==> src/rtl/seq_pkg.sv <==
// Shared definitions for the instruction sequencer: FSM states, instruction
// class codes, the HLT opcode, jump condition codes and the fetch timeout limit.
package seq_pkg;

  typedef enum logic [2:0] {
    ST_IDLE   = 3'd0,
    ST_FETCH  = 3'd1,
    ST_DECODE = 3'd2,
    ST_EXEC   = 3'd3,
    ST_HALT   = 3'd4
  } state_t;

  // Instruction class, inst[15:14]
  localparam logic [1:0] CLS_ALU = 2'b00;
  localparam logic [1:0] CLS_RSV = 2'b01;
  localparam logic [1:0] CLS_JMP = 2'b10;
  localparam logic [1:0] CLS_SYS = 2'b11;

  // System opcode field inst[13:10] that halts the sequencer
  localparam logic [3:0] HLT_OP = 4'b1111;

  // Jump condition field inst[13:12]
  localparam logic [1:0] JC_ALWAYS = 2'b00;
  localparam logic [1:0] JC_Z      = 2'b01;
  localparam logic [1:0] JC_C      = 2'b10;
  localparam logic [1:0] JC_NZ     = 2'b11;

  // Consecutive ack-less FETCH cycles tolerated when the timeout is built in
  localparam int unsigned FETCH_TIMEOUT = 16;
  localparam int unsigned TO_CNT_W      = $clog2(FETCH_TIMEOUT);

  function automatic logic [1:0] inst_class(input logic [15:0] w);
    return w[15:14];
  endfunction

  function automatic logic is_hlt(input logic [15:0] w);
    return (w[15:14] == CLS_SYS) && (w[13:10] == HLT_OP);
  endfunction

endpackage

==> src/rtl/inst_sequencer_if.sv <==
// Program memory read port: the sequencer is the master issuing pm_req/pm_addr,
// program memory is the slave returning pm_ack/pm_data.
interface inst_sequencer_if #(
  parameter int PC_W   = 8,
  parameter int INST_W = 16
);

  logic              pm_req;
  logic [PC_W-1:0]   pm_addr;
  logic              pm_ack;
  logic [INST_W-1:0] pm_data;

  modport master (
    output pm_req,
    output pm_addr,
    input  pm_ack,
    input  pm_data
  );

  modport slave (
    input  pm_req,
    input  pm_addr,
    output pm_ack,
    output pm_data
  );

endinterface

==> src/rtl/seq_branch_unit.sv <==
// Combinational jump resolution: decides whether the IR is a taken jump given
// the current flags and produces the PC for the next fetch.
module seq_branch_unit
  import seq_pkg::*;
#(
  parameter int PC_W   = 8,
  parameter int INST_W = 16
) (
  input  logic [INST_W-1:0] ir,
  input  logic              flag_z,
  input  logic              flag_c,
  input  logic [PC_W-1:0]   pc,
  output logic              taken,
  output logic [PC_W-1:0]   next_pc
);

  logic cond_met;
  // Only the condition field, class and target bits matter here
  logic unused_ir_fold;

  assign unused_ir_fold = ^ir;

  // Evaluate the jump condition and select target or sequential successor
  always_comb begin
    cond_met = 1'b0;
    case (ir[13:12])
      JC_ALWAYS: cond_met = 1'b1;
      JC_Z:      cond_met = flag_z;
      JC_C:      cond_met = flag_c;
      JC_NZ:     cond_met = ~flag_z;
      default:   cond_met = 1'b0;
    endcase
    taken   = (inst_class(ir) == CLS_JMP) && cond_met;
    next_pc = taken ? ir[PC_W-1:0] : pc + PC_W'(1);
  end

endmodule

==> src/rtl/inst_sequencer.sv <==
// Instruction sequencer: fetches 16-bit words over the pm_* handshake into the
// IR, strobes alu_en for one cycle on ALU-class words, resolves jumps against
// the flags, advances the PC and halts on HLT.
// Optional build macro SEQ_FETCH_TIMEOUT_EN adds a sticky fetch_fault output
// and halts after FETCH_TIMEOUT consecutive ack-less FETCH cycles.
module inst_sequencer
  import seq_pkg::*;
#(
  parameter int              PC_W     = 8,
  parameter int              INST_W   = 16,
  parameter logic [PC_W-1:0] RESET_PC = '0
) (
  input  logic               clk,
  input  logic               rst_n,
  input  logic               run,
  inst_sequencer_if.master   pm,
  output logic [INST_W-1:0]  inst,
  output logic               alu_en,
  input  logic               flag_z,
  input  logic               flag_c,
  output logic [PC_W-1:0]    pc,
  output logic               halted
`ifdef SEQ_FETCH_TIMEOUT_EN
  ,
  output logic               fetch_fault
`endif
);

  state_t            state_q,  state_d;
  logic [PC_W-1:0]   pc_q,     pc_d;
  logic [INST_W-1:0] ir_q,     ir_d;
  logic              pm_req_q, pm_req_d;
  logic              alu_en_q, alu_en_d;
  logic              halted_q, halted_d;

`ifdef SEQ_FETCH_TIMEOUT_EN
  logic [TO_CNT_W-1:0] to_cnt_q, to_cnt_d;
  logic                fault_q,  fault_d;
`endif

  logic            br_taken;
  logic [PC_W-1:0] br_next_pc;

  seq_branch_unit #(
    .PC_W   (PC_W),
    .INST_W (INST_W)
  ) u_branch (
    .ir      (ir_q),
    .flag_z  (flag_z),
    .flag_c  (flag_c),
    .pc      (pc_q),
    .taken   (br_taken),
    .next_pc (br_next_pc)
  );

  // Next-state and next-output computation; outputs are registered so every
  // strobe lines up with the state it belongs to
  always_comb begin
    state_d  = state_q;
    pc_d     = pc_q;
    ir_d     = ir_q;
    pm_req_d = 1'b0;
    alu_en_d = 1'b0;
    halted_d = halted_q;
`ifdef SEQ_FETCH_TIMEOUT_EN
    to_cnt_d = '0;
    fault_d  = fault_q;
`endif
    case (state_q)
      ST_IDLE: begin
        if (run) begin
          state_d  = ST_FETCH;
          pm_req_d = 1'b1;
        end
      end
      ST_FETCH: begin
        if (pm.pm_ack) begin
          ir_d    = pm.pm_data;
          state_d = ST_DECODE;
        end else begin
          pm_req_d = 1'b1;
`ifdef SEQ_FETCH_TIMEOUT_EN
          if (to_cnt_q == TO_CNT_W'(FETCH_TIMEOUT - 1)) begin
            pm_req_d = 1'b0;
            fault_d  = 1'b1;
            halted_d = 1'b1;
            state_d  = ST_HALT;
          end else begin
            to_cnt_d = to_cnt_q + TO_CNT_W'(1);
          end
`endif
        end
      end
      ST_DECODE: begin
        // alu_en held low here so operand muxes settle on the new IR
        if (is_hlt(ir_q)) begin
          halted_d = 1'b1;
          state_d  = ST_HALT;
        end else begin
          state_d = ST_EXEC;
          case (inst_class(ir_q))
            CLS_ALU:                   alu_en_d = 1'b1;
            CLS_RSV, CLS_JMP, CLS_SYS: alu_en_d = 1'b0;
            default:                   alu_en_d = 1'b0;
          endcase
        end
      end
      ST_EXEC: begin
        // run is only honoured here, so the current instruction always retires
        pc_d = br_next_pc;
        if (run) begin
          state_d  = ST_FETCH;
          pm_req_d = 1'b1;
        end else begin
          state_d = ST_IDLE;
        end
      end
      ST_HALT: begin
        halted_d = 1'b1;
      end
      default: begin
        state_d = ST_IDLE;
      end
    endcase
  end

  // Sequencer state and registered outputs; reset drops pm_req at once
  always_ff @(posedge clk or negedge rst_n) begin
    if (!rst_n) begin
      state_q  <= ST_IDLE;
      pc_q     <= RESET_PC;
      ir_q     <= '0;
      pm_req_q <= 1'b0;
      alu_en_q <= 1'b0;
      halted_q <= 1'b0;
`ifdef SEQ_FETCH_TIMEOUT_EN
      to_cnt_q <= '0;
      fault_q  <= 1'b0;
`endif
    end else begin
      state_q  <= state_d;
      pc_q     <= pc_d;
      ir_q     <= ir_d;
      pm_req_q <= pm_req_d;
      alu_en_q <= alu_en_d;
      halted_q <= halted_d;
`ifdef SEQ_FETCH_TIMEOUT_EN
      to_cnt_q <= to_cnt_d;
      fault_q  <= fault_d;
`endif
    end
  end

  assign pm.pm_req  = pm_req_q;
  assign pm.pm_addr = pc_q;
  assign inst       = ir_q;
  assign alu_en     = alu_en_q;
  assign pc         = pc_q;
  assign halted     = halted_q;
`ifdef SEQ_FETCH_TIMEOUT_EN
  assign fetch_fault = fault_q;
`endif

endmodule

==> src/flat_wrapper.sv <==
// flat-port wrapper written by rule: the top's interface ports become plain ports
module inst_sequencer_flat import seq_pkg::*;
#(
  parameter int              PC_W     = 8,
  parameter int              INST_W   = 16,
  parameter logic [PC_W-1:0] RESET_PC = '0
)
  (clk, rst_n, run, inst, alu_en, flag_z, flag_c, pc, halted, pm_pm_req, pm_pm_addr, pm_pm_ack, pm_pm_data);
  inst_sequencer_if #(.PC_W(PC_W), .INST_W(INST_W)) pm_i ();
  input  logic clk;
  input  logic rst_n;
  input  logic run;
  output logic [INST_W-1:0] inst;
  output logic alu_en;
  input  logic flag_z;
  input  logic flag_c;
  output logic [PC_W-1:0] pc;
  output logic halted;
  output wire logic [$bits(pm_i.pm_req)-1:0] pm_pm_req;
  output wire logic [$bits(pm_i.pm_addr)-1:0] pm_pm_addr;
  input wire logic [$bits(pm_i.pm_ack)-1:0] pm_pm_ack;
  input wire logic [$bits(pm_i.pm_data)-1:0] pm_pm_data;
  assign pm_pm_req = pm_i.pm_req;
  assign pm_pm_addr = pm_i.pm_addr;
  assign pm_i.pm_ack = pm_pm_ack;
  assign pm_i.pm_data = pm_pm_data;
  inst_sequencer #(.PC_W(PC_W), .INST_W(INST_W), .RESET_PC(RESET_PC)) u_core (.clk(clk), .rst_n(rst_n), .run(run), .pm(pm_i), .inst(inst), .alu_en(alu_en), .flag_z(flag_z), .flag_c(flag_c), .pc(pc), .halted(halted));
endmodule
==> config.mk <==
export PLATFORM = sky130hd
export DESIGN_NAME = inst_sequencer_flat
export DESIGN_NICKNAME = d
export VERILOG_FILES = /design/src/rtl/seq_pkg.sv /design/src/rtl/inst_sequencer_if.sv /design/src/rtl/seq_branch_unit.sv /design/src/rtl/inst_sequencer.sv /design/src/flat_wrapper.sv
export SDC_FILE = /design/constraint.sdc
export NUM_CORES = 1
export LEC_CHECK = 0
export ABC_AREA = 1
export ABC_CLOCK_PERIOD_IN_PS = 2100
export CAP_MARGIN = 40
export CORE_MARGIN = 4
export CORE_UTILIZATION = 44
export CTS_BUF_LIST = sky130_fd_sc_hd__clkbuf_16
export DETAILED_ROUTE_END_ITERATION = 8
export PLACE_DENSITY = 0.75
export SLEW_MARGIN = 15
export SYNTH_ARGS = -nofsm -noshare
export SYNTH_HDL_FRONTEND = slang
export SYNTH_SLANG_ARGS = --single-unit
==> constraint.sdc <==
create_clock -name clk -period 2.1 [get_ports clk]
set_input_delay 0.21 -clock clk [delete_from_list [all_inputs] [get_ports clk]]
set_output_delay 0.21 -clock clk [all_outputs]
set_load 0.02 [all_outputs]
==> results.cfg, run 1 <==
[finish]
multi_input_area_um2 = 667
fill_cells = 267
drive_gt1_frac = 0.103
final_nets = 264
area_delta_synth_final_pct = 44.0
n_antenna_cell = 0
instances_no_fill = 288
seq_area_um2 = 751
stdcell_area_um2 = 2270

[placement]
place.gp.congestion = 0.774
numPlacedInstances = 280
dpl-instance-area_um2 = 2130
io_buffer_count = 56
dp_hpwl_um = 2530

[synth]
yosys-top-cells-count = nand2_1, dfrtp_1, inv_1, nand3_1, nor2_1
ys_ff_latch = 30
async_flop_share = 1.00
yosys_warnings = 0
synth.area.top_cells = dfrtp_1, nand2_1, nand3_1
syn_area_per_cell_um2 = 8.42
synth_largest_area_cell = dfrtp_1
syn-num-nets = 210
synth_top_area_frac = 0.477
netlist_instances = 187
synth_edf_count = 0
syn-cell-area_um2 = 1570
synth_ff_type = dfrtp_1
synth_cell_type_count = 29
synth.most_common_cell = nand2_1
ys_seq_area_frac = 0.477

[power_and_ir_drop]
clockPowerShare = 0.176
peakVddDrop_mv = 0.957
p_leak_nw = 1.07
p_sw_mw = 1.59
switching_share = 0.420
pwr-share-seq = 0.293
pwr_density_cell_nw_per_um2 = 1670
total_power_mw = 3.78
combPwrFrac = 0.531
internal_power_mw = 2.19

[sta]
holdWs_ps = 326
setup_tns_ps = 0
maxSlewHeadroom = 0.679
clock.fmax_ghz = 0.612
setup_viol = 0
skew_ps = 4.83
hold_violations = 0
max_slew.worst_pin.slew_ps = 480
maxSlewViolCount = 0
rsz0062_at_grt = no
fin_crit_ps = 1630
period_share = 0.778

[critical_path]
cpMaxStageDelayCell = clkdlybuf4s50_1
arrival_ps = 1420
endpoint_kind = output pin
r2r_cells = 3
crit_required_ps = 1890
cp_slowest_stage_delay_ps = 660
path_max_fanout = 8
cp_num_cells = 1
startpoint_type = flop
crit_family = buffers and inverters
path_buf_inv = 1
path_cells = clkdlybuf4s50_1
crit_type = flop to output pin

[routing]
drc_errors = 0
ant_nets = 0
first_pass_iters = 4
drt_iter0_drc = 96
totalWireLength_um = 3420
vias = 1375
vias_per_cell = 4.77
post_drt_wl_per_cell_um = 11.9

[floorplan]
die-area_um2 = 4600
start_util = 0.464
row_count = 21
die_w_um = 67.8
pin_count = 57
die_y_um = 67.8
fp.coreArea_um2 = 3390

[global_routing]
grt.overflow.total = 0
grt_pass1_vias = 1289
use_met3 = 0.0509
grt_pass1_wl_um = 5770
track_usage = 0.167
busiest_layer = met2
antenna_found_initial = 0
grt_max_degree = 31
gr-usage-met1 = 0.212
gr-usage-met2 = 0.273

[clock_network]
post_cts_resized = 0
cts_buffers = 5
htree_levels = 2
clk_pin_slew_worst_paths_ps = 50
cts_hold_buf = 0
clk_latency_ps = 270
cts_sinks = 30
post_cts_buffers = 0
cts_root_buffer = clkbuf_16
clock_path_buffers = 2
cts_tree = yes

[run_status]
run_status = complete, no violations

[job]
drv_cap = 0

[min_path]
hold_class = input pin to async pin
area by class of cell:
cell class | instances | area share
sequential | 30 | 0.331
multi-input combinational | 124 | 0.294
timing repair buffer | 57 | 0.251
clock buffer | 5 | 0.0552
inverter | 23 | 0.0381
tap | 46 | 0.0254
clock inverter | 3 | 0.00552
flip-flops by register name, summed over array words and instances, names as in the netlist:
signal / count
u_core.alu_en: 1
u_core.halted: 1
u_core.inst: 16
u_core.pc: 8
u_core.pm.pm_req: 1
u_core.state_q: 3
through the flow:
stage	setup slack, ps	utilization
after floorplan	749	-
final	466	0.669
after global routing	413	0.669
after detailed placement	563	0.628
after CTS	446	0.669
after global placement	592	0.628
cell usage in the layout, fill, tap and decap left out, types with 2 or more instances in the layout:
cell type / n
a21oi_1: 10
clkbuf_16: 5
clkdlybuf4s50_1: 56
dfrtp_1: 30
inv_1: 21
inv_2: 3
mux2_2: 5
nand2_1: 47
nand2_2: 2
nand3_1: 20
nand3_2: 3
nand3b_1: 3
nor2_1: 17
xor2_1: 2
routing by layer:
layer	share of wire	up-vias
li1	-	702
met1	0.44	630
met2	0.49	38
met3	0.061	5
met4	0.013	0
met5	0	-
power groups by stage:
stage	Clock [mW]	Sequential, mW	Combinational (mW)
2_1_floorplan	0	1.36	1.00
3_3_place_gp	0	1.11	2.00
3_5_place_dp	0	1.12	2.02
4_1_cts	0.672	1.11	2.03
5_1_grt	0.702	1.15	2.21
6_report	0.663	1.11	2.01
worst paths after layout:
path / endpoint / slack, ps / startpoint
max in group asynchronous: u_core.inst[8]$_DFFE_PN0P_ / 1490 / rst_n
worst min-delay path: u_core.pc[4]$_DFFE_PN0N_ / 330 / rst_n
min in group clk: u_core.halted$_DFFE_PN0P_ / 470 / u_core.halted$_DFFE_PN0P_
worst min register to register: u_core.halted$_DFFE_PN0P_ / 470 / u_core.halted$_DFFE_PN0P_
worst max register to register: u_core.inst[14]$_DFFE_PN0P_ / 710 / u_core.state_q[2]$_DFFE_PN0P_
worst max-delay path: pc[2] / 470 / u_core.pc[2]$_DFFE_PN0N_
logic make-up after synthesis:
logic type	synth area share
buffers and inverters	0.0994
multiplexers	0.0429
flip-flops	0.477
AND/OR/NAND/NOR	0.304
XOR/XNOR	0.0167
AO/OA/AOI/OAI	0.0525
adder cells (fa/ha/maj)	0.00795
Power figures use the tool's default switching activity.
==> run 2: changes to the inputs <==
- ABC_CLOCK_PERIOD_IN_PS: 2100 -> 1590
- clock period: 2.1 -> 1.59 ns (I/O delays scaled with it)
==> run 2 against run 1 <==
Compared with the run above: power rose by 32%; combinational power rose by 33%; clock-buffer cell count did not move; largest power group unchanged; critical endpoint is now pm_pm_addr[0]; non-clock buffer count rose by 2; sequential power rose by 32%; final cell count rose by 0.35%; design area rose by 0.77%; register-to-register slack got worse by 480 ps; worst hold slack got worse by 41 ps; sequential share of layout area fell by 0.25 points.
==> results.cfg, run 2 (synthesis results as in run 1) <==
[run_status]
run_status = complete, no violations

[critical_path]
reg2reg_from = u_core.pc[0]$_DFFE_PN0N_
crit_required_ps = 1430
endpoint_kind = output pin
cpMaxStageDelayCell = clkdlybuf4s50_1
cp_slowest_stage_delay_ps = 650
path_max_fanout = 7
arrival_ps = 1380
r2r_cells = 8
path_cells = clkdlybuf4s50_1
startpoint_type = flop
crit_path_start = u_core.pc[0]$_DFFE_PN0N_
crit_family = buffers and inverters
reg2reg_slack_ps = 230
path_buf_inv = 1
crit_type = flop to output pin
r2r-end = u_core.pc[6]$_DFFE_PN0N_

[clock_network]
clk_latency_ps = 270
post_cts_buffers = 0
clock_path_buffers = 2
cts_hold_buf = 0
cts_root_buffer = clkbuf_16
post_cts_resized = 0
cts_buffers = 5
cts_tree = yes
htree_levels = 2
clk_pin_slew_worst_paths_ps = 50
cts_sinks = 30

[global_routing]
grt.overflow.total = 0
gr-usage-met2 = 0.284
use_met3 = 0.0558
grt_pass1_wl_um = 5880
grt_max_degree = 31
gr-usage-met1 = 0.212
antenna_found_initial = 0
grt_pass1_vias = 1339
busiest_layer = met2
track_usage = 0.171

[sta]
max_slew.worst_pin.slew_ps = 385
worst_slack_ps = 54.5
fin_crit_ps = 1540
clock.fmax_ghz = 0.651
rsz0062_at_grt = no
maxSlewViolCount = 0
skew_ps = 2.73
setup_viol = 0
maxSlewHeadroom = 0.744
setup_tns_ps = 0
hold_violations = 0
period_share = 0.966

[finish]
largest_register_ffs = 16
area_delta_synth_final_pct = 45.2
layout_commonest_cell = clkdlybuf4s50_1
drive_gt1_frac = 0.107
final_nets = 266
mostFrequentLayoutCells = clkdlybuf4s50_1, nand2_1, dfrtp_1, inv_1, nand3_1
n_antenna_cell = 0
stdcell_area_um2 = 2280

[floorplan]
fp.coreArea_um2 = 3390
pin_count = 57
die_w_um = 67.8
die-area_um2 = 4600
die_y_um = 67.8
row_count = 21
start_util = 0.464

[power_and_ir_drop]
peakVddDrop_mv = 1.16
internal_power_mw = 2.90
clockPowerShare = 0.169
p_leak_nw = 1.12
p_sw_mw = 2.09
pwr_density_cell_nw_per_um2 = 2180
pwr-share-seq = 0.293
combPwrFrac = 0.538
total_power_mw = 4.99
switching_share = 0.419

[routing]
ant_nets = 0
totalWireLength_um = 3530
vias = 1347
drt_iter0_drc = 82
drc_errors = 0
first_pass_iters = 4
vias_per_cell = 4.66
post_drt_wl_per_cell_um = 12.2

[placement]
dp_hpwl_um = 2610
io_buffer_count = 56
preCtsSetupSlack_ps = 172
place.gp.congestion = 0.838
dpl-instance-area_um2 = 2140

[min_path]
hold_class = input pin to async pin

[job]
drv_cap = 0
==> run 2: area by class of cell <==
class	count	area, um^2
timing repair buffer	59	591
clock inverter	2	7.51
fill	283	1100
tap	46	57.6
clock buffer	5	125
multi-input combinational	124	667
inverter	23	86.3
sequential	30	751
==> run 2: worst max-delay path by stage <==
| stage | to | slack, ps | cells past startpoint |
|---|---|---|---|
| finish | pm_pm_addr[0] | 50 | 1 |
| CTS | pm_pm_addr[2] | 4 | 1 |
| global route | pm_pm_addr[0] | 5 | 1 |
| global placement | u_core.pc[6]$_DFFE_PN0N_ | 180 | 10 |
| detailed placement | u_core.pc[5]$_DFFE_PN0N_ | 170 | 8 |
| floorplan | u_core.pc[6]$_DFFE_PN0N_ | 240 | 8 |
==> run 2: stage by stage <==
step                std cells  hold slack (ps)  utilization
floorplan                 187             -137            -
global placement          282              455        0.633
detailed placement        282              459        0.633
CTS                       289              308        0.672
global route              289              330        0.674
finish                    289              285        0.674
==> run 2: per-layer routing <==
| layer | vias to the layer above | part of all wire |
|---|---|---|
| li1 | 697 | - |
| met1 | 609 | 0.45 |
| met2 | 39 | 0.48 |
| met3 | 2 | 0.066 |
| met4 | 0 | 0.0051 |
| met5 | - | 0 |
==> run 2: power by group through the flow <==
stage / Sequential, mW / Clock (mW) / Combinational [mW]
final: 1.46 / 0.843 / 2.68
after global routing: 1.52 / 0.902 / 2.94
after CTS: 1.47 / 0.858 / 2.72
after detailed placement: 1.48 / 0 / 2.70
after global placement: 1.47 / 0 / 2.68
after floorplan: 1.80 / 0 / 1.32
==> run 3: changes to the inputs <==
- DONT_BUFFER_PORTS: not set -> 1
- PLACE_DENSITY: 0.75 -> 0.55
==> run 3 against run 2 <==
Compared with the run above: die area unchanged; clock-buffer cell count is the same; final cell count fell by 16%; sequential power is 18% higher; worst setup slack improved by 140 ps; global-route usage fell by 0.34 points; power down 13%; via count decreased by 9.2%; flip-flop and latch count unchanged; sequential share of layout area up 8.5 points; first-iteration DRC count down 27%; largest cell class unchanged; non-clock buffer count shrank 45; highest routed layer unchanged.
==> results.cfg, run 3 (synthesis results as in run 1) <==
[routing]
post_drt_wl_per_cell_um = 13.5
drt_iter0_drc = 60
drc_errors = 0
ant_nets = 0
totalWireLength_um = 3290
first_pass_iters = 4
vias_per_cell = 5.01
vias = 1223

[sta]
clock.fmax_ghz = 0.718
period_share = 0.876
maxSlewHeadroom = 0.794
max_slew.worst_pin.slew_ps = 309
rsz0062_at_grt = no
maxSlewViolCount = 0
worst_slack_ps = 196
setup_viol = 0
fin_crit_ps = 1390
hold_violations = 0
setup_tns_ps = 0
skew_ps = 2.01

[finish]
mostFrequentLayoutCells = nand2_1, dfrtp_1, inv_1, nand3_1, nor2_1
area_delta_synth_final_pct = 15.3
instances_no_fill = 244
layout_commonest_cell = nand2_1
largest_register_ffs = 16
n_antenna_cell = 0
multi_input_area_um2 = 667
seq_area_um2 = 751
fill_cells = 324
final_nets = 221
drive_gt1_frac = 0.182

[placement]
numPlacedInstances = 235
place.gp.congestion = 0.817
io_buffer_count = 0
dp_hpwl_um = 2550
preCtsSetupSlack_ps = 204

[clock_network]
post_cts_buffers = 0
cts_sinks = 30
clk_pin_slew_worst_paths_ps = 50
cts_buffers = 5
cts_root_buffer = clkbuf_16
cts_tree = yes
clk_latency_ps = 270
clock_path_buffers = 2
htree_levels = 2

[run_status]
run_status = complete, no violations

[floorplan]
fp.coreArea_um2 = 3390
pin_count = 57
die_y_um = 67.8
die_w_um = 67.8
die-area_um2 = 4600
start_util = 0.464
row_count = 21

[global_routing]
antenna_found_initial = 0
grt_max_degree = 31
track_usage = 0.167
grt.overflow.total = 0
use_met3 = 0.0624
gr-usage-met2 = 0.275
grt_pass1_vias = 1241
busiest_layer = met2
gr-usage-met1 = 0.191
grt_pass1_wl_um = 5620

[critical_path]
crit_family = simple AND/OR/NAND/NOR gates
crit_type = flop to flop
reg2reg_slack_ps = 200
path_buf_inv = 1
arrival_ps = 1550
startpoint_type = flop
endpoint_kind = flop
cp_slowest_stage_delay_ps = 510
path_max_fanout = 9
crit_required_ps = 1740
cp_num_cells = 7
cpMostUsedCell = nand2_1
cpMaxStageDelayCell = dfrtp_1
path_cells = inv_1 -> nand2_1 -> nand3_2 -> nand2_2 -> nand2_1 -> nand3_1 -> nand2_1
r2r_cells = 7

[power_and_ir_drop]
p_leak_nw = 0.923
pwr_density_cell_nw_per_um2 = 2390
peakVddDrop_mv = 0.978

[job]
drv_cap = 0

[min_path]
hold_class = input pin to flop
hold_depth = 1
[run 3: per-layer routing]
layer | share of wire | routed length, um | vias to the layer above
met5 | 0 | 0 | -
met4 | 0.011 | 35 | 0
met3 | 0.078 | 255 | 6
met2 | 0.53 | 1730 | 40
met1 | 0.39 | 1270 | 567
li1 | - | - | 610
[run 3: final timing paths]
check,startpoint,to
setup / recovery,u_core.inst[12]$_DFFE_PN0P_,u_core.pc[2]$_DFFE_PN0N_
max in group asynchronous,rst_n,u_core.pc[6]$_DFFE_PN0N_
setup reg to reg,u_core.inst[12]$_DFFE_PN0P_,u_core.pc[2]$_DFFE_PN0N_
min in group asynchronous,rst_n,u_core.inst[12]$_DFFE_PN0P_
hold / removal,pm_pm_data[14],u_core.inst[14]$_DFFE_PN0P_
hold reg to reg,u_core.inst[15]$_DFFE_PN0P_,u_core.inst[15]$_DFFE_PN0P_
[run 3: layout make-up]
| type | instances | area share |
|---|---|---|
| flip-flops and latches | 30 | 0.414 |
| multi-input cells | 124 | 0.368 |
| clock buffers | 5 | 0.0690 |
| repair buffers | 14 | 0.0662 |
| inverters | 23 | 0.0476 |
| well taps | 46 | 0.0317 |
| clock inverters | 2 | 0.00414 |
[run 3: what timing repair did]
action / in CTS / in global routing
setup endpoints to repair: 0 / 0
hold buffers: 2 / 0
resized for setup: 0 / 0
hold endpoints to repair: 30 / 0
[run 3: power breakdown]
group / switching (mW) / internal (mW)
Combinational: 1.13 / 0.670
Sequential: 0.599 / 1.12
Clock: 0.279 / 0.555
[run 3: per-stage QoR]
| step | power (mW) | util | cell area (um^2) | hold WS (ps) |
|---|---|---|---|---|
| 6_report | 4.34 | 0.535 | 1810 | 29.9 |
| 5_1_grt | 4.73 | 0.535 | 1810 | 18.8 |
| 4_1_cts | 4.40 | 0.535 | 1810 | 23.0 |
| 3_5_place_dp | 3.52 | 0.487 | 1650 | -136 |
| 3_3_place_gp | 3.47 | 0.487 | 1650 | -136 |
| 2_1_floorplan | 3.13 | - | 1570 | -137 |
[run 3: worst reg2reg max path, delay by kind of cell (launching register included)]
family | cells | cell delay, ps
buffers and inverters | 1 | 110
AND/OR/NAND/NOR | 6 | 660
flip-flops | 1 | 510
==> variant 1 (config.mk and constraints of run 2) <==
Take the reset off `ir_q` and load it in a clocked block of its own.
--- a/src/rtl/inst_sequencer.sv
+++ b/src/rtl/inst_sequencer.sv
@@ -129,7 +129,6 @@
     if (!rst_n) begin
       state_q  <= ST_IDLE;
       pc_q     <= RESET_PC;
-      ir_q     <= '0;
       pm_req_q <= 1'b0;
       alu_en_q <= 1'b0;
       halted_q <= 1'b0;
@@ -140,7 +139,6 @@
     end else begin
       state_q  <= state_d;
       pc_q     <= pc_d;
-      ir_q     <= ir_d;
       pm_req_q <= pm_req_d;
       alu_en_q <= alu_en_d;
       halted_q <= halted_d;
@@ -149,6 +147,10 @@
       fault_q  <= fault_d;
 `endif
     end
+  end
+
+  always_ff @(posedge clk) begin
+    ir_q <= ir_d;
   end
 
   assign pm.pm_req  = pm_req_q;
Function: differs if rst_n is asserted again (counterexample within 4 cycles, from zero or initial values and one cycle with rst_n low); with rst_n held inactive, the same outputs for 10 cycles.
==> variant 1 against run 2 <==
Sequential cell count unchanged. Non-clock buffer count unchanged. Worst setup slack worse by 0.011 ns. Largest cell class unchanged. Wire length down 5.7%. Power down 21%. Design area down 4.2%. Highest routed layer unchanged. Largest power group unchanged. Hold slack worse by 0.093 ns. Synthesized area down 8.8%.
==> variant 1: results <==
# TYPE chip_impl_metric gauge
chip_impl_metric{name="asyncSetResetFlopFracSynth",unit=""} 0.467
chip_impl_metric{name="nets_in_the_synthesized_netlist",unit=""} 179
chip_impl_metric{name="max_slew_margin",unit=""} 0.707
chip_impl_metric{name="gp_congestion",unit=""} 0.826
chip_impl_metric{name="yosysSeqAreaShare",unit=""} 0.579
chip_impl_metric{name="share_clk_of_total_power",unit=""} 0.264
chip_impl_metric{name="routed_via_count",unit=""} 1248
chip_impl_metric{name="detailed_place_hpwl",unit="mm"} 2.56
chip_impl_metric{name="synth.distinct_cells",unit=""} 22
chip_impl_metric{name="register_area",unit="µm²"} 831
chip_impl_metric{name="largest_net_degree_at_the_start_of_global_routing",unit=""} 17
chip_impl_metric{name="dr_iter_0_viols",unit=""} 78
chip_impl_metric{name="buffer_area_frac",unit=""} 0.271
chip_impl_metric{name="post_synth_edffs",unit=""} 16
chip_impl_metric{name="final-clk-cell-share",unit=""} 0.0743
chip_impl_metric{name="final.fill_count",unit=""} 234
chip_impl_metric{name="final-instance-count-excl-fill",unit=""} 259
chip_impl_metric{name="final_nets",unit=""} 237
chip_impl_metric{name="totalWireLength",unit="mm"} 3.33
chip_impl_metric{name="grtUsageTotal",unit=""} 0.175
chip_impl_info{name="ys_top_cells_by_area",value="edfxtp_1 (33%), dfrtp_1 (24%), nand2_1 (12%)"} 1
chip_impl_metric{name="num-nonclk-inverters",unit=""} 22
chip_impl_metric{name="static-leakage-power",unit="µW"} 0.000974
chip_impl_metric{name="finClkSkew",unit="ns"} 0.00462
chip_impl_metric{name="place_inst",unit=""} 251
chip_impl_info{name="outcome",value="finished clean"} 1
chip_impl_metric{name="syn_to_final_growth",unit="%"} 52.5
chip_impl_metric{name="multi_input_area_share",unit=""} 0.212
chip_impl_metric{name="pwr.group.sequential",unit="µW"} 1280
chip_impl_metric{name="first_global_vias",unit=""} 1274
chip_impl_metric{name="max_vdd_drop",unit="mV"} 1.09
chip_impl_info{name="synth_commonest_cells",value="nand2_1 (47), nand3_1 (23), inv_1 (20)"} 1
chip_impl_metric{name="syn_inst",unit=""} 156
chip_impl_metric{name="nFlopsAndLatches",unit=""} 30
chip_impl_metric{name="grt_pass1_wl",unit="mm"} 5.55
chip_impl_metric{name="n_multi_input_combinational_cell",unit=""} 96
chip_impl_metric{name="ctsResizeCount",unit=""} 2
## variant 1: kinds of logic (layout without fill, tap and decap cells)
family          count (synthesis)  in the layout  share of synthesized area
compound gates                  5              5                     0.0235
xor+xnor                        3              3                     0.0183
fa+ha+maj                       1              1                    0.00872
buf+inv                        30             89                     0.0994
flops                          30             30                      0.579
simple gates                   87             87                      0.271
## variant 1: per-layer routing
metal	vias up	share of wire	GRT usage
met5	-	0	0
met4	0	0.032	0.119
met3	10	0.067	0.0547
met2	48	0.50	0.296
met1	578	0.40	0.187
li1	612	-	-
## variant 1: worst paths after layout
check,slack [ns],cells after the start,start,endpoint
worst max-delay path,0.04,1,u_core.pc[0],pm_pm_addr[0]
worst min-delay path,0.19,2,rst_n,u_core.pc[2]
worst max register to register,0.24,5,u_core.inst[14],u_core.pc[2]
worst min register to register,0.47,1,u_core.halted,u_core.halted
max in group asynchronous,1.22,2,rst_n,u_core.pc[0]
min in group clk,0.43,1,pm_pm_data[10],u_core.inst[10]
==> variant 2 (config.mk and constraints of run 2) <==
Without the edit above. `PC_W` is set to 8 in 4 places; all go to 10.
--- a/src/rtl/inst_sequencer_if.sv
+++ b/src/rtl/inst_sequencer_if.sv
@@ -1,7 +1,7 @@
 // Program memory read port: the sequencer is the master issuing pm_req/pm_addr,
 // program memory is the slave returning pm_ack/pm_data.
 interface inst_sequencer_if #(
-  parameter int PC_W   = 8,
+  parameter int PC_W   = 10,
   parameter int INST_W = 16
 );
 
--- a/src/rtl/seq_branch_unit.sv
+++ b/src/rtl/seq_branch_unit.sv
@@ -3,7 +3,7 @@
 module seq_branch_unit
   import seq_pkg::*;
 #(
-  parameter int PC_W   = 8,
+  parameter int PC_W   = 10,
   parameter int INST_W = 16
 ) (
   input  logic [INST_W-1:0] ir,
--- a/src/rtl/inst_sequencer.sv
+++ b/src/rtl/inst_sequencer.sv
@@ -6,7 +6,7 @@
 module inst_sequencer
   import seq_pkg::*;
 #(
-  parameter int              PC_W     = 8,
+  parameter int              PC_W     = 10,
   parameter int              INST_W   = 16,
   parameter logic [PC_W-1:0] RESET_PC = '0
 ) (
--- a/src/flat_wrapper.sv
+++ b/src/flat_wrapper.sv
@@ -1,7 +1,7 @@
 // flat-port wrapper written by rule: the top's interface ports become plain ports
 module inst_sequencer_flat import seq_pkg::*;
 #(
-  parameter int              PC_W     = 8,
+  parameter int              PC_W     = 10,
   parameter int              INST_W   = 16,
   parameter logic [PC_W-1:0] RESET_PC = '0
 )
Ports: changed (resized pc and pm_pm_addr); port bits go from 57 to 61. The function was not compared with the original's and may differ.
==> variant 2 against run 2 <==
Core utilization shrank 1.1 points. Power grew 9.9%. Count of clock-buffer cells in the layout is the same. First-iteration DRC count grew 15%. Global-route usage shrank 0.56 points. Synthesized area grew 10%. Wire length grew 11%. Non-clock buffer count grew 8. Sequential cell count grew 2. Fmax grew 1.7%. Via count grew 13%. Design area grew 8.6%. Sequential power grew 8%. Worst setup slack gained 0.026 ns. Critical path type unchanged. Largest power group unchanged. Highest routed layer unchanged.
==> variant 2: results <==
# TYPE chip_impl_metric gauge
chip_impl_metric{name="synth_compound_gate_area_share",unit=""} 0.0564
chip_impl_metric{name="port_buffers",unit=""} 60
chip_impl_metric{name="power_switching_share",unit=""} 0.421
chip_impl_metric{name="cp_max_fo",unit=""} 4
chip_impl_metric{name="gp_congestion",unit=""} 0.839
chip_impl_metric{name="nets_in_the_synthesized_netlist",unit=""} 227
chip_impl_metric{name="synth_xor_area_frac",unit=""} 0.0152
chip_impl_metric{name="grt_util_met3",unit=""} 0.0554
chip_impl_metric{name="dr_iter_0_viols",unit=""} 94
chip_impl_metric{name="grt_pass1_wl",unit="mm"} 6.65
chip_impl_metric{name="synth_adder_area_share",unit=""} 0.00723
chip_impl_info{name="crit_path_top_delay_cell",value="clkdlybuf4s50_1"} 1
chip_impl_info{name="synth_commonest_cells",value="nand2_1 (54), dfrtp_1 (32), nand3_1 (24)"} 1
chip_impl_metric{name="static-leakage-power",unit="µW"} 0.00120
chip_impl_metric{name="route.met3.wl",unit="µm"} 266
chip_impl_info{name="outcome",value="finished clean"} 1
chip_impl_metric{name="drive_above_1_share",unit=""} 0.121
chip_impl_metric{name="synth.distinct_cells",unit=""} 27
chip_impl_metric{name="wl_met1",unit="mm"} 1.71
chip_impl_metric{name="yosysSeqAreaShare",unit=""} 0.462
chip_impl_metric{name="largest_net_degree_at_the_start_of_global_routing",unit=""} 33
chip_impl_metric{name="detailed_place_hpwl",unit="mm"} 2.89
chip_impl_metric{name="use_met1",unit=""} 0.196
chip_impl_metric{name="final_nets",unit=""} 287
chip_impl_metric{name="power_share_of_the_sequential_group",unit=""} 0.289
chip_impl_metric{name="post_synthesis_mux_area_share",unit=""} 0.0607
chip_impl_metric{name="max_vdd_drop",unit="mV"} 1.16
chip_impl_metric{name="dr_wl_met2",unit="mm"} 1.92
chip_impl_metric{name="routed_via_count",unit=""} 1517
chip_impl_metric{name="globalRouteMet2Util",unit=""} 0.286
chip_impl_metric{name="grtUsageTotal",unit=""} 0.165
chip_impl_metric{name="max_slew_margin",unit=""} 0.729
chip_impl_metric{name="finClkSkew",unit="ns"} 0.00533
## variant 2: final timing paths
kind                                 startpoint              end  slack [ns]
worst max-delay path            u_core.inst[13]         inst[13]        0.08
worst min-delay path                      rst_n     u_core.pc[7]        0.28
worst max register to register     u_core.pc[0]     u_core.pc[6]        0.18
worst min register to register    u_core.halted    u_core.halted        0.48
max in group asynchronous                 rst_n  u_core.inst[14]        1.01
min in group clk                  pm_pm_data[7]   u_core.inst[7]        0.47
## variant 2: cell type report
cell class,instances,area [µm²]
tap,48,60.1
inverter,22,83.8
timing repair buffer,67,658
clock buffer,5,125
clock inverter,3,13.8
fill,319,1260
sequential,32,801
multi-input combinational,136,739
## variant 2: logic make-up (layout without fill, tap and decap cells)
family          after synthesis  after routing
flops                        32             32
fa+ha+maj                     1              1
mux                           8              8
compound gates               18             18
xor+xnor                      3              3
buf+inv                      36             97
simple gates                106            106
## variant 2: through the flow
| step | std cells | worst slack [ns] | cell area, µm² | hold slack (ns) | total power (µW) |
|---|---|---|---|---|---|
| 3_5_place_dp | 305 | 0.109 | 2340 | 0.461 | 4620 |
| 3_3_place_gp | 305 | 0.158 | 2340 | 0.455 | 4560 |
| 6_report | 313 | 0.0807 | 2480 | 0.282 | 5480 |
| 2_1_floorplan | 204 | 0.202 | 1730 | -0.137 | 3470 |
| 5_1_grt | 313 | 0.0235 | 2480 | 0.328 | 5870 |
| 4_1_cts | 313 | 0.0277 | 2480 | 0.301 | 5550 |
## variant 2: worst reg2reg max path: cells and delay by family, from the launching register on
kind,cells,cell delay (ns)
AND/OR/NAND/NOR,6,0.57
flip-flops,1,0.42
adder cells (fa/ha/maj),1,0.21
AO/OA/AOI/OAI,1,0.09
## variant 2: timing repair
action	4_1_cts	5_1_grt
hold buffers	0	0
endpoints found under the setup margin	0	2
gates resized for setup	0	2
